**config.mk**
```make
export PLATFORM = sky130hd
export DESIGN_NAME = retospect_cnb_gen2_flat
export DESIGN_NICKNAME = d
export VERILOG_FILES = /design/src/rtl/retospect_fpna_pkg.sv /design/src/rtl/retospect_cnb_gen2_if.sv /design/src/rtl/retospect_dend_sum.sv /design/src/rtl/retospect_cnb_gen2.sv /design/src/flat_wrapper.sv
export SDC_FILE = /design/constraint.sdc
export NUM_CORES = 1
export LEC_CHECK = 0
export BUFFER_PORTS_ARGS = -buffer_cell sky130_fd_sc_hd__buf_2
export CAP_MARGIN = 20
export CORE_MARGIN = 8
export CORE_UTILIZATION = 35
export CTS_BUF_LIST = sky130_fd_sc_hd__clkbuf_16
export DETAILED_ROUTE_END_ITERATION = 8
export HOLD_SLACK_MARGIN = 0.1
export SLEW_MARGIN = 20
export SYNTH_ARGS = -nofsm -noshare
export SYNTH_HDL_FRONTEND = slang
export SYNTH_HIERARCHICAL = 1
export SYNTH_SLANG_ARGS = --single-unit
```
**constraint.sdc**
```tcl
create_clock -name clk -period 11.4 [get_ports clk]
set_input_delay 0.57 -clock clk [delete_from_list [all_inputs] [get_ports clk]]
set_output_delay 0.57 -clock clk [all_outputs]
set_load 0.03 [all_outputs]
```
**src/rtl/retospect_fpna_pkg.sv**
```systemverilog
// Shared definitions for FPNA array tiles.
// Holds the default clockbus geometry, the config-chain field map and the
// saturating adder that the neuron cell shares with its clockbox successor.
package retospect_fpna_pkg;

    localparam int CLKBUS_W = 8;
    localparam int SEL_W    = $clog2(CLKBUS_W);

    // Which of the three actions the cell takes on the next edge.
    typedef enum logic [1:0] {
        MODE_RUN   = 2'd0,
        MODE_CFG   = 2'd1,
        MODE_CLEAR = 2'd2
    } cnb_mode_e;

    // Config chain layout, LSB upward: decay_sel, refrac, thresh, w[N-1]..w[0].
    function automatic int cfg_len(int nd, int ww, int pw, int rw, int sw);
        return nd*ww + pw + rw + sw;
    endfunction

    function automatic int off_refrac(int sw);
        return sw;
    endfunction

    function automatic int off_thresh(int rw, int sw);
        return sw + rw;
    endfunction

    // w[0] sits at the MSBs, so index i counts down from the top.
    function automatic int off_w(int i, int nd, int ww, int pw, int rw, int sw);
        return sw + rw + pw + (nd - 1 - i)*ww;
    endfunction

    // a + b clamped to the signed range of a pw-bit value.
    function automatic logic signed [31:0] sat_add(logic signed [31:0] a,
                                                   logic signed [31:0] b,
                                                   int pw);
        logic signed [31:0] s;
        logic signed [31:0] hi;
        logic signed [31:0] lo;
        s  = a + b;
        hi = (32'sd1 <<< (pw - 1)) - 32'sd1;
        lo = -hi - 32'sd1;
        if (s > hi)      return hi;
        else if (s < lo) return lo;
        else             return s;
    endfunction

endpackage

```
**src/rtl/retospect_cnb_gen2_if.sv**
```systemverilog
// Neuron cell bus: network clear, config chain, decay clockbus, dendrites in;
// axon spike and membrane potential out.
//   master : drives the cell (array fabric / testbench)
//   slave  : the neuron cell itself
interface retospect_cnb_gen2_if #(
    parameter int NUM_DEND = 4,
    parameter int CLKBUS_W = retospect_fpna_pkg::CLKBUS_W,
    parameter int POT_W    = 8
);
    logic                nn_clear;
    logic                config_en;
    logic                bs_in;
    logic                bs_out;
    logic [CLKBUS_W-1:0] clockbus;
    logic [NUM_DEND-1:0] dendrite;
    logic                axon;
    logic [POT_W-1:0]    potential;

    modport master (
        output nn_clear, config_en, bs_in, clockbus, dendrite,
        input  bs_out, axon, potential
    );

    modport slave (
        input  nn_clear, config_en, bs_in, clockbus, dendrite,
        output bs_out, axon, potential
    );
endinterface

```
**src/rtl/retospect_dend_sum.sv**
```systemverilog
// Combinational sum of the signed weights of every active dendrite.
//   weights  : NUM_DEND packed signed W_W-bit weights
//   dendrite : spike inputs gating each weight
//   sum      : sign-extended total, SUM_W wide (wide enough to never overflow)
module retospect_dend_sum #(
    parameter int NUM_DEND = 4,
    parameter int W_W      = 4,
    parameter int SUM_W    = 11
) (
    input  logic [NUM_DEND-1:0][W_W-1:0] weights,
    input  logic [NUM_DEND-1:0]          dendrite,
    output logic signed [SUM_W-1:0]      sum
);

    logic signed [NUM_DEND-1:0][SUM_W-1:0] gated;

    for (genvar i = 0; i < NUM_DEND; i++) begin : g_gate
        assign gated[i] = dendrite[i] ? SUM_W'($signed(weights[i])) : '0;
    end

    always_comb begin
        sum = '0;
        for (int i = 0; i < NUM_DEND; i++)
            sum = sum + $signed(gated[i]);
    end

endmodule

```
**src/rtl/retospect_cnb_gen2.sv**
```systemverilog
// Second-generation FPNA neuron cell.
// Signed weighted dendrites, saturating leaky membrane potential, programmable
// threshold / refractory period / leak strobe, configured by a daisy-chained
// bitstream shift register.
//   clk, rst_n : clock, asynchronous active-low reset
//   bus.slave  : nn_clear, config_en, bs_in/bs_out, clockbus, dendrite,
//                axon (one-cycle registered spike), potential
module retospect_cnb_gen2 #(
    parameter int NUM_DEND = 4,
    parameter int W_W      = 4,
    parameter int POT_W    = 8,
    parameter int REF_W    = 3,
    parameter int CLKBUS_W = retospect_fpna_pkg::CLKBUS_W,
    parameter int INIT_POT = 1
) (
    input  logic           clk,
    input  logic           rst_n,
    retospect_cnb_gen2_if.slave bus
);

    localparam int SEL_W   = $clog2(CLKBUS_W);
    localparam int CFG_LEN = retospect_fpna_pkg::cfg_len(NUM_DEND, W_W, POT_W, REF_W, SEL_W);
    localparam int SUM_W   = POT_W + $clog2(NUM_DEND) + 1;
    localparam int OFF_REF = retospect_fpna_pkg::off_refrac(SEL_W);
    localparam int OFF_TH  = retospect_fpna_pkg::off_thresh(REF_W, SEL_W);
    localparam int CB_EXT  = 1 << SEL_W;

    logic [CFG_LEN-1:0]           cfg;
    logic signed [POT_W-1:0]      pot;
    logic [REF_W-1:0]             ref_cnt;
    logic                         axon_q;

    logic [SEL_W-1:0]             decay_sel;
    logic [REF_W-1:0]             refrac;
    logic signed [POT_W-1:0]      thresh;
    logic [NUM_DEND-1:0][W_W-1:0] w_pk;

    assign decay_sel = cfg[SEL_W-1:0];
    assign refrac    = cfg[OFF_REF +: REF_W];
    assign thresh    = cfg[OFF_TH +: POT_W];

    for (genvar i = 0; i < NUM_DEND; i++) begin : g_w
        localparam int OFF = retospect_fpna_pkg::off_w(i, NUM_DEND, W_W, POT_W, REF_W, SEL_W);
        assign w_pk[i] = cfg[OFF +: W_W];
    end

    logic signed [SUM_W-1:0] dsum;

    retospect_dend_sum #(
        .NUM_DEND (NUM_DEND),
        .W_W      (W_W),
        .SUM_W    (SUM_W)
    ) u_dend_sum (
        .weights  (w_pk),
        .dendrite (bus.dendrite),
        .sum      (dsum)
    );

    // Zero-extend the clockbus to every selectable index so an out-of-range
    // decay_sel reads a constant 0 (no leak).
    logic [CB_EXT-1:0]       cb_ext;
    logic                    leak;
    logic signed [POT_W-1:0] leaked;
    logic signed [31:0]      next_w;
    logic signed [POT_W-1:0] nxt;
    logic                    fire;

    assign cb_ext = CB_EXT'(bus.clockbus);
    assign leak   = cb_ext[decay_sel];
    assign leaked = leak ? (pot >>> 1) : pot;
    assign next_w = retospect_fpna_pkg::sat_add(32'(leaked), 32'(dsum), POT_W);
    assign nxt    = next_w[POT_W-1:0];
    assign fire   = (nxt >= thresh);

    retospect_fpna_pkg::cnb_mode_e mode;

    always_comb begin
        mode = retospect_fpna_pkg::MODE_RUN;
        if (bus.nn_clear)       mode = retospect_fpna_pkg::MODE_CLEAR;
        else if (bus.config_en) mode = retospect_fpna_pkg::MODE_CFG;
    end

    always_ff @(posedge clk or negedge rst_n) begin
        if (!rst_n) begin
            cfg     <= '0;
            pot     <= '0;
            ref_cnt <= '0;
            axon_q  <= 1'b0;
        end else begin
            case (mode)
                retospect_fpna_pkg::MODE_CLEAR: begin
                    pot     <= POT_W'(INIT_POT);
                    ref_cnt <= '0;
                    axon_q  <= 1'b0;
                end
                retospect_fpna_pkg::MODE_CFG: begin
                    // Dynamic state is frozen while the chain shifts.
                    cfg    <= {bus.bs_in, cfg[CFG_LEN-1:1]};
                    axon_q <= 1'b0;
                end
                default: begin
                    if (ref_cnt != '0) begin
                        ref_cnt <= ref_cnt - REF_W'(1);
                        pot     <= '0;
                        axon_q  <= 1'b0;
                    end else if (fire) begin
                        axon_q  <= 1'b1;
                        pot     <= '0;
                        ref_cnt <= refrac;
                    end else begin
                        axon_q  <= 1'b0;
                        pot     <= nxt;
                    end
                end
            endcase
        end
    end

    assign bus.bs_out    = cfg[0];
    assign bus.axon      = axon_q;
    assign bus.potential = pot;

endmodule
```
**src/flat_wrapper.sv**
```systemverilog
// flat-port wrapper written by rule: the top's interface ports become plain ports
module retospect_cnb_gen2_flat 
#(
    parameter int NUM_DEND = 4,
    parameter int W_W      = 4,
    parameter int POT_W    = 8,
    parameter int REF_W    = 3,
    parameter int CLKBUS_W = retospect_fpna_pkg::CLKBUS_W,
    parameter int INIT_POT = 1
)
  (clk, rst_n, bus_nn_clear, bus_config_en, bus_bs_in, bus_clockbus, bus_dendrite, bus_bs_out, bus_axon, bus_potential);
  retospect_cnb_gen2_if #(.NUM_DEND(NUM_DEND), .CLKBUS_W(CLKBUS_W), .POT_W(POT_W)) bus_i ();
  input  logic clk;
  input  logic rst_n;
  input wire logic [$bits(bus_i.nn_clear)-1:0] bus_nn_clear;
  input wire logic [$bits(bus_i.config_en)-1:0] bus_config_en;
  input wire logic [$bits(bus_i.bs_in)-1:0] bus_bs_in;
  input wire logic [$bits(bus_i.clockbus)-1:0] bus_clockbus;
  input wire logic [$bits(bus_i.dendrite)-1:0] bus_dendrite;
  output wire logic [$bits(bus_i.bs_out)-1:0] bus_bs_out;
  output wire logic [$bits(bus_i.axon)-1:0] bus_axon;
  output wire logic [$bits(bus_i.potential)-1:0] bus_potential;
  assign bus_i.nn_clear = bus_nn_clear;
  assign bus_i.config_en = bus_config_en;
  assign bus_i.bs_in = bus_bs_in;
  assign bus_i.clockbus = bus_clockbus;
  assign bus_i.dendrite = bus_dendrite;
  assign bus_bs_out = bus_i.bs_out;
  assign bus_axon = bus_i.axon;
  assign bus_potential = bus_i.potential;
  retospect_cnb_gen2 #(.NUM_DEND(NUM_DEND), .W_W(W_W), .POT_W(POT_W), .REF_W(REF_W), .CLKBUS_W(CLKBUS_W), .INIT_POT(INIT_POT)) u_core (.clk(clk), .rst_n(rst_n), .bus(bus_i));
endmodule
```
==> results by group, run 1 <==
Critical path
  • Crit path DAT: 7.31 ns
  • CP Max Fanout: 10
  • CP endpoint kind: register
  • Type of origin of the critical path: register
  • CP required: 11.61 ns
  • Crit Path Class: register to register

Floorplan
  • # rows: 35
  • # IOs: 27
  • Die area: 0.0124 mm^2
  • Chip Width: 112 um
  • Core area: 0.00906 mm^2
  • DIE HEIGHT: 112 um
  • Initial Util: 35.2%

Route
  • Detailed Route WL: 6590 um
  • DRT iter0 DRCs: 71
  • Via count: 2316
  • Drt via density: 5.15
  • DRC: 0
  • WL/cell: 14.6 um
  • ANT nets after route: 0
  • Pre-antenna DRT Iters: 4

CTS
  • Clk sink count: 42
  • CTS max path bufs: 2
  • Hold Buf Count CTS: 0
  • Root Buffer: clkbuf_16
  • Setup bufs post-CTS: 0
  • H-tree levels: 2
  • Reg clk slew, reported paths: 0.06 ns
  • CTS tree: yes
  • Clock Latency Late Sink: 0.28 ns
  • Post-cts sizing count: 0
  • Num CTS Buffers: 5

Job
  • Max-cap viol count: 0

GRT
  • Largest net degree at the start of global routing: 47
  • Number of global-route vias before repair: 2459
  • Initial antenna violation count: 0
  • First-pass GRT wire length: 11700 um
  • Overall global routing resource usage: 11.1%
  • Total gr overflow: 0

Status
  • Status: completed

Timing
  • RSZ-0062 raised after global routing: false
  • Worst Slack Setup Final: 4.31 ns
  • Setup TNS: 0 ns
  • Max-slew violations: 0
  • Final period utilization: 62.2%
  • Slew @ Worst Pin: 0.925 ns
  • Hold Vio Cnt, Final: 0
  • FMAX: 141 MHz
  • Worst hold slack: 0.428 ns
  • Worst slew margin: 38.3%
  • Clk_skew: 0.00884 ns
  • Final setup fails: 0
  • Minimum clock period after layout: 7.09 ns

Hold path
  • Hold Path Class: input port to async pin

Layout
  • Ant diodes: 0
  • Layout cells sized above 1: 24.8%
  • Area growth syn-to-layout: 12.8%
  • Post-layout net count: 394
  • Fillers: 886

Place
  • Gp weighted congestion: 0.874
  • PortBufs: 26
  • HPWL after detailed placement: 5090 um
  • Pre-CTS WS: 4.04 ns

Synth
  • Post-synthesis instance area: 0.00319 mm^2
  • FF+latch count, synth: 42
  • Post-Syn Instances: 312
  • Yosys warns: 6
  • Mapped Nets: 368
  • Synth cell types: 56
  • Seq/Total Area, Yosys: 32.9%
  • Synth Flop Type: dfrtp_1
  • Post-synth EDFFs: 0
  • Syn Area/Cell: 10.2 um^2
  • Ys async rst share: 100%
-- synth_stat cells, types with 3 or more instances --
cell | n | area [um^2]
inv_1 | 27 | 101
o21ai_1 | 3 | 15.0
nand2_1 | 28 | 105
nand2b_1 | 6 | 37.5
nor2_1 | 13 | 48.8
o21ai_0 | 16 | 80.1
a211oi_1 | 3 | 22.5
nand3_1 | 7 | 35.0
dfrtp_1 | 42 | 1050
nor2b_1 | 3 | 18.8
clkbuf_1 | 5 | 18.8
and2_2 | 4 | 30.0
xor2_1 | 7 | 61.3
xnor2_1 | 6 | 52.6
fa_1 | 11 | 220
ha_1 | 28 | 350
a21oi_1 | 14 | 70.1
a21o_1 | 4 | 30.0
a32o_1 | 5 | 50.1
and2_1 | 8 | 50.1
mux2_2 | 28 | 315
-- registers in the layout, summed over array words and instances, names as in the netlist --
signal                flops
u_core/bus.axon           1
u_core/bus.potential      8
u_core/cfg               30
u_core/ref_cnt            3
-- placed cells by master, fill, tap and decap left out, types with 8 or more instances in the layout --
cell type / Yosys / routed
fa_1: 11 / 11
and2_1: 8 / 8
dfrtp_1: 42 / 42
o21ai_0: 16 / 16
inv_1: 27 / 27
nand2_1: 28 / 28
mux2_2: 28 / 28
a21oi_1: 14 / 14
buf_2: 1 / 26
ha_1: 28 / 28
nor2_1: 13 / 12
-- worst paths after layout --
path | endpoint | slack, ns | from | cells past startpoint
setup / recovery | u_core/bus.potential[1]$_DFFE_PN0P_ | 4.31 | u_core/cfg[27]$_DFFE_PN0N_ | 24
hold / removal | u_core/cfg[29]$_DFFE_PN0N_ | 0.43 | rst_n | 1
setup reg to reg | u_core/bus.potential[1]$_DFFE_PN0P_ | 4.31 | u_core/cfg[27]$_DFFE_PN0N_ | 24
hold reg to reg | u_core/cfg[10]$_DFFE_PN0N_ | 0.49 | u_core/cfg[11]$_DFFE_PN0N_ | 2
max in group asynchronous | u_core/bus.potential[4]$_DFFE_PN0P_ | 10.39 | rst_n | 1
min in group clk | u_core/cfg[10]$_DFFE_PN0N_ | 0.49 | u_core/cfg[11]$_DFFE_PN0N_ | 2
-- worst max-delay path: stages, from the launching register on --
cell,delay (ns)
dfrtp_1,0.40
and2_1,0.18
fa_1,0.50
fa_1,0.55
ha_1,0.18
inv_1,0.06
fa_1,0.40
nor2b_1,0.14
o21a_1,0.14
or2_1,0.12
fa_1,0.41
ha_1,0.39
and3_1,0.17
a221oi_1,0.38
a21oi_1,0.19
xnor2_1,0.20
o41ai_4,0.62
and2_2,0.25
ha_1,0.24
a21o_1,0.19
a211oi_1,0.23
o21ai_0,0.12
o221ai_1,0.22
nor2b_1,0.50
a32o_1,0.25
-- kinds of logic (layout without fill, tap and decap cells) --
logic type	Yosys count	count (layout)	synth area share (%)
adders and majority gates	39	39	17.9
and+or+nand+nor	80	80	12.9
xor gates and xnor gates	13	13	3.57
AOI/OAI and AO/OA	72	72	16.7
DFF	42	42	32.9
buffers and inverters	35	62	4.43
muxes	31	31	11.6
-- cell type report --
cell class / instances / area, um^2 / area share [%]
clock buffer: 5 / 125 / 3.47
clock inverter: 3 / 20.0 / 0.556
inverter: 27 / 101 / 2.81
multi-input combinational: 235 / 2010 / 55.7
sequential: 42 / 1050 / 29.2
tap: 111 / 139 / 3.86
timing repair buffer: 27 / 158 / 4.38
-- stage by stage --
| step | cell area (um^2) | utilization [%] | instances |
|---|---|---|---|
| global route | 3600 | 39.7 | 450 |
| detailed placement | 3430 | 37.8 | 441 |
| global placement | 3430 | 37.8 | 441 |
| finish | 3600 | 39.7 | 450 |
| floorplan | 3190 | - | 312 |
| CTS | 3570 | 39.4 | 449 |
-- layer usage --
metal	share of wire [%]	GRT usage (%)
met5	0	0
met2	50	19.0
met4	0.85	2.37
met1	47	14.2
met3	2.2	2.00
Power of run 1 is not shown: default switching activity piles up to over one toggle a cycle in this logic, so the estimate is an artifact.
==> inputs of run 2 (changes only) <==
==> constraint.sdc (replaced) <==
create_clock -name clk -period 7.3 [get_ports clk]
set_input_delay 0.365 -clock clk [delete_from_list [all_inputs] [get_ports clk]]
set_output_delay 0.365 -clock clk [all_outputs]
set_load 0.03 [all_outputs]
==> run 2 against run 1 <==
Against the previous run: critical path depth stayed put; design area shrank 0.80%; fmax increased by 3.3%; die area did not move; final cell count fell by 0.44%; sequential share of layout area is 0.23 points higher; largest cell class unchanged.
==> results by group, run 2 (same netlist as run 1, synthesis figures left out) <==
CTS
  • Reg clk slew, reported paths: 0.06 ns
  • Clock Latency Late Sink: 0.28 ns
  • CTS tree: yes
  • Setup bufs post-CTS: 0
  • H-tree levels: 2
  • Num CTS Buffers: 5
  • Hold Buf Count CTS: 0
  • Clk sink count: 42
  • Root Buffer: clkbuf_16
  • CTS max path bufs: 2

Floorplan
  • DIE HEIGHT: 112 um
  • Die area: 0.0124 mm^2
  • # rows: 35
  • Chip Width: 112 um
  • Initial Util: 35.2%
  • # IOs: 27
  • Core area: 0.00906 mm^2

Timing
  • Worst hold slack: 0.221 ns
  • Setup TNS: 0 ns
  • Final setup fails: 0
  • Slew @ Worst Pin: 1.06 ns
  • Worst Slack Setup Final: 0.435 ns
  • RSZ-0062 raised after global routing: false
  • Worst slew margin: 29.2%
  • Max-slew violations: 0
  • Hold Vio Cnt, Final: 0
  • Final period utilization: 94.0%
  • Clk_skew: 0.00443 ns
  • Minimum clock period after layout: 6.86 ns
  • FMAX: 146 MHz

Status
  • Status: completed

Critical path
  • Worst r2r src: u_core/cfg[27]$_DFFE_PN0N_
  • CP endpoint kind: register
  • R2R Path End: u_core/bus.potential[6]$_DFFE_PN0P_
  • Slack of the worst reg-to-reg path: 0.44 ns
  • Type of origin of the critical path: register
  • Crit path DAT: 7.08 ns
  • CP Max Fanout: 10
  • Crit Path Class: register to register
  • CP required: 7.51 ns
  • Worst Reg-to-Reg Cells: 24

Route
  • Detailed Route WL: 6240 um
  • WL/cell: 13.9 um
  • Pre-antenna DRT Iters: 4
  • DRC: 0
  • DRT iter0 DRCs: 106
  • Drt via density: 5.14
  • Via count: 2302
  • ANT nets after route: 0

Layout
  • Post-layout net count: 393
  • Area growth syn-to-layout: 11.9%
  • Most frequent cells in the layout: dfrtp_1 (42), inv_1 (28), mux2_2 (28), nand2_1 (28), ha_1 (28)
  • Ant diodes: 0
  • Finished Cell Area: 0.00357 mm^2
  • Commonest non-fill, non-tap cell in the layout: dfrtp_1
  • Layout cells sized above 1: 24.6%
  • Max FFs per register: 30
  • Fillers: 872
  • Top reg by flops: u_core/cfg

Place
  • Post-DP Area: 0.00343 mm^2
  • Pre-CTS WS: 0.150 ns
  • HPWL after detailed placement: 4970 um
  • PortBufs: 26
  • Gp weighted congestion: 0.915

GRT
  • Largest net degree at the start of global routing: 47
  • Initial antenna violation count: 0
  • First-pass GRT wire length: 10700 um
  • Overall global routing resource usage: 10.3%
  • Total gr overflow: 0
  • Number of global-route vias before repair: 2334

Hold path
  • Hold Path Class: input port to async pin

Job
  • Max-cap viol count: 0
## run 2: cell count changes in the layout (fill, tap and decap cells not counted), sizes merged
cell and change:
clkinv -1, buf -1
## run 2: worst max-delay path by stage
stage | startpoint | cells past startpoint | end
floorplan | u_core/cfg[27]$_DFFE_PN0N_ | 25 | u_core/bus.potential[4]$_DFFE_PN0P_
global placement | bus_dendrite[0] | 25 | u_core/bus.potential[4]$_DFFE_PN0P_
detailed placement | bus_dendrite[0] | 25 | u_core/bus.potential[4]$_DFFE_PN0P_
CTS | u_core/cfg[27]$_DFFE_PN0N_ | 24 | u_core/bus.potential[4]$_DFFE_PN0P_
global route | u_core/cfg[27]$_DFFE_PN0N_ | 24 | u_core/bus.potential[6]$_DFFE_PN0P_
finish | u_core/cfg[27]$_DFFE_PN0N_ | 24 | u_core/bus.potential[6]$_DFFE_PN0P_
## run 2: repair_timing
action / 4_1_cts / 5_1_grt
endpoints found under the setup margin: 0 / 7
resized for setup: 0 / 2
endpoints found under the hold margin: 0 / 0
## run 2: area by class of cell
class,count,area (um^2),share of cell area [%]
clock buffer,5,125,3.50
tap,111,139,3.89
multi-input combinational,235,2020,56.4
clock inverter,2,11.3,0.315
inverter,27,101,2.84
sequential,42,1050,29.4
timing repair buffer,26,130,3.64
## run 2: worst max-delay path, stage by stage (launching register included)
cell and delay, ns:
dfrtp_1 0.39, and2_1 0.18, fa_1 0.50, fa_1 0.55
ha_1 0.19, inv_1 0.06, fa_1 0.39, nor2b_1 0.15
o21a_1 0.14, or2_1 0.11, fa_1 0.41, ha_1 0.38
and3_1 0.17, a221oi_1 0.39, a21oi_1 0.20, xnor2_1 0.21
o41ai_4 0.61, and2_2 0.26, ha_1 0.25, a21o_1 0.19
a211oi_1 0.21, o21ai_0 0.12, o221ai_1 0.21, nor2b_4 0.35
a32o_1 0.19
## run 2: stage by stage
stage          instances  utilization [%]
6_report             448             39.4
5_1_grt              448             39.4
4_1_cts              448             39.3
3_5_place_dp         441             37.8
3_3_place_gp         441             37.8
2_1_floorplan        312                -
## run 2: routing by layer
metal	up-vias	track usage, %	routed length [um]
li1	1158	-	-
met1	1115	13.0	3050
met2	25	17.7	3000
met3	4	2.38	145
met4	0	2.19	31
met5	-	0	0
Power of run 2 is left out for the same reason.
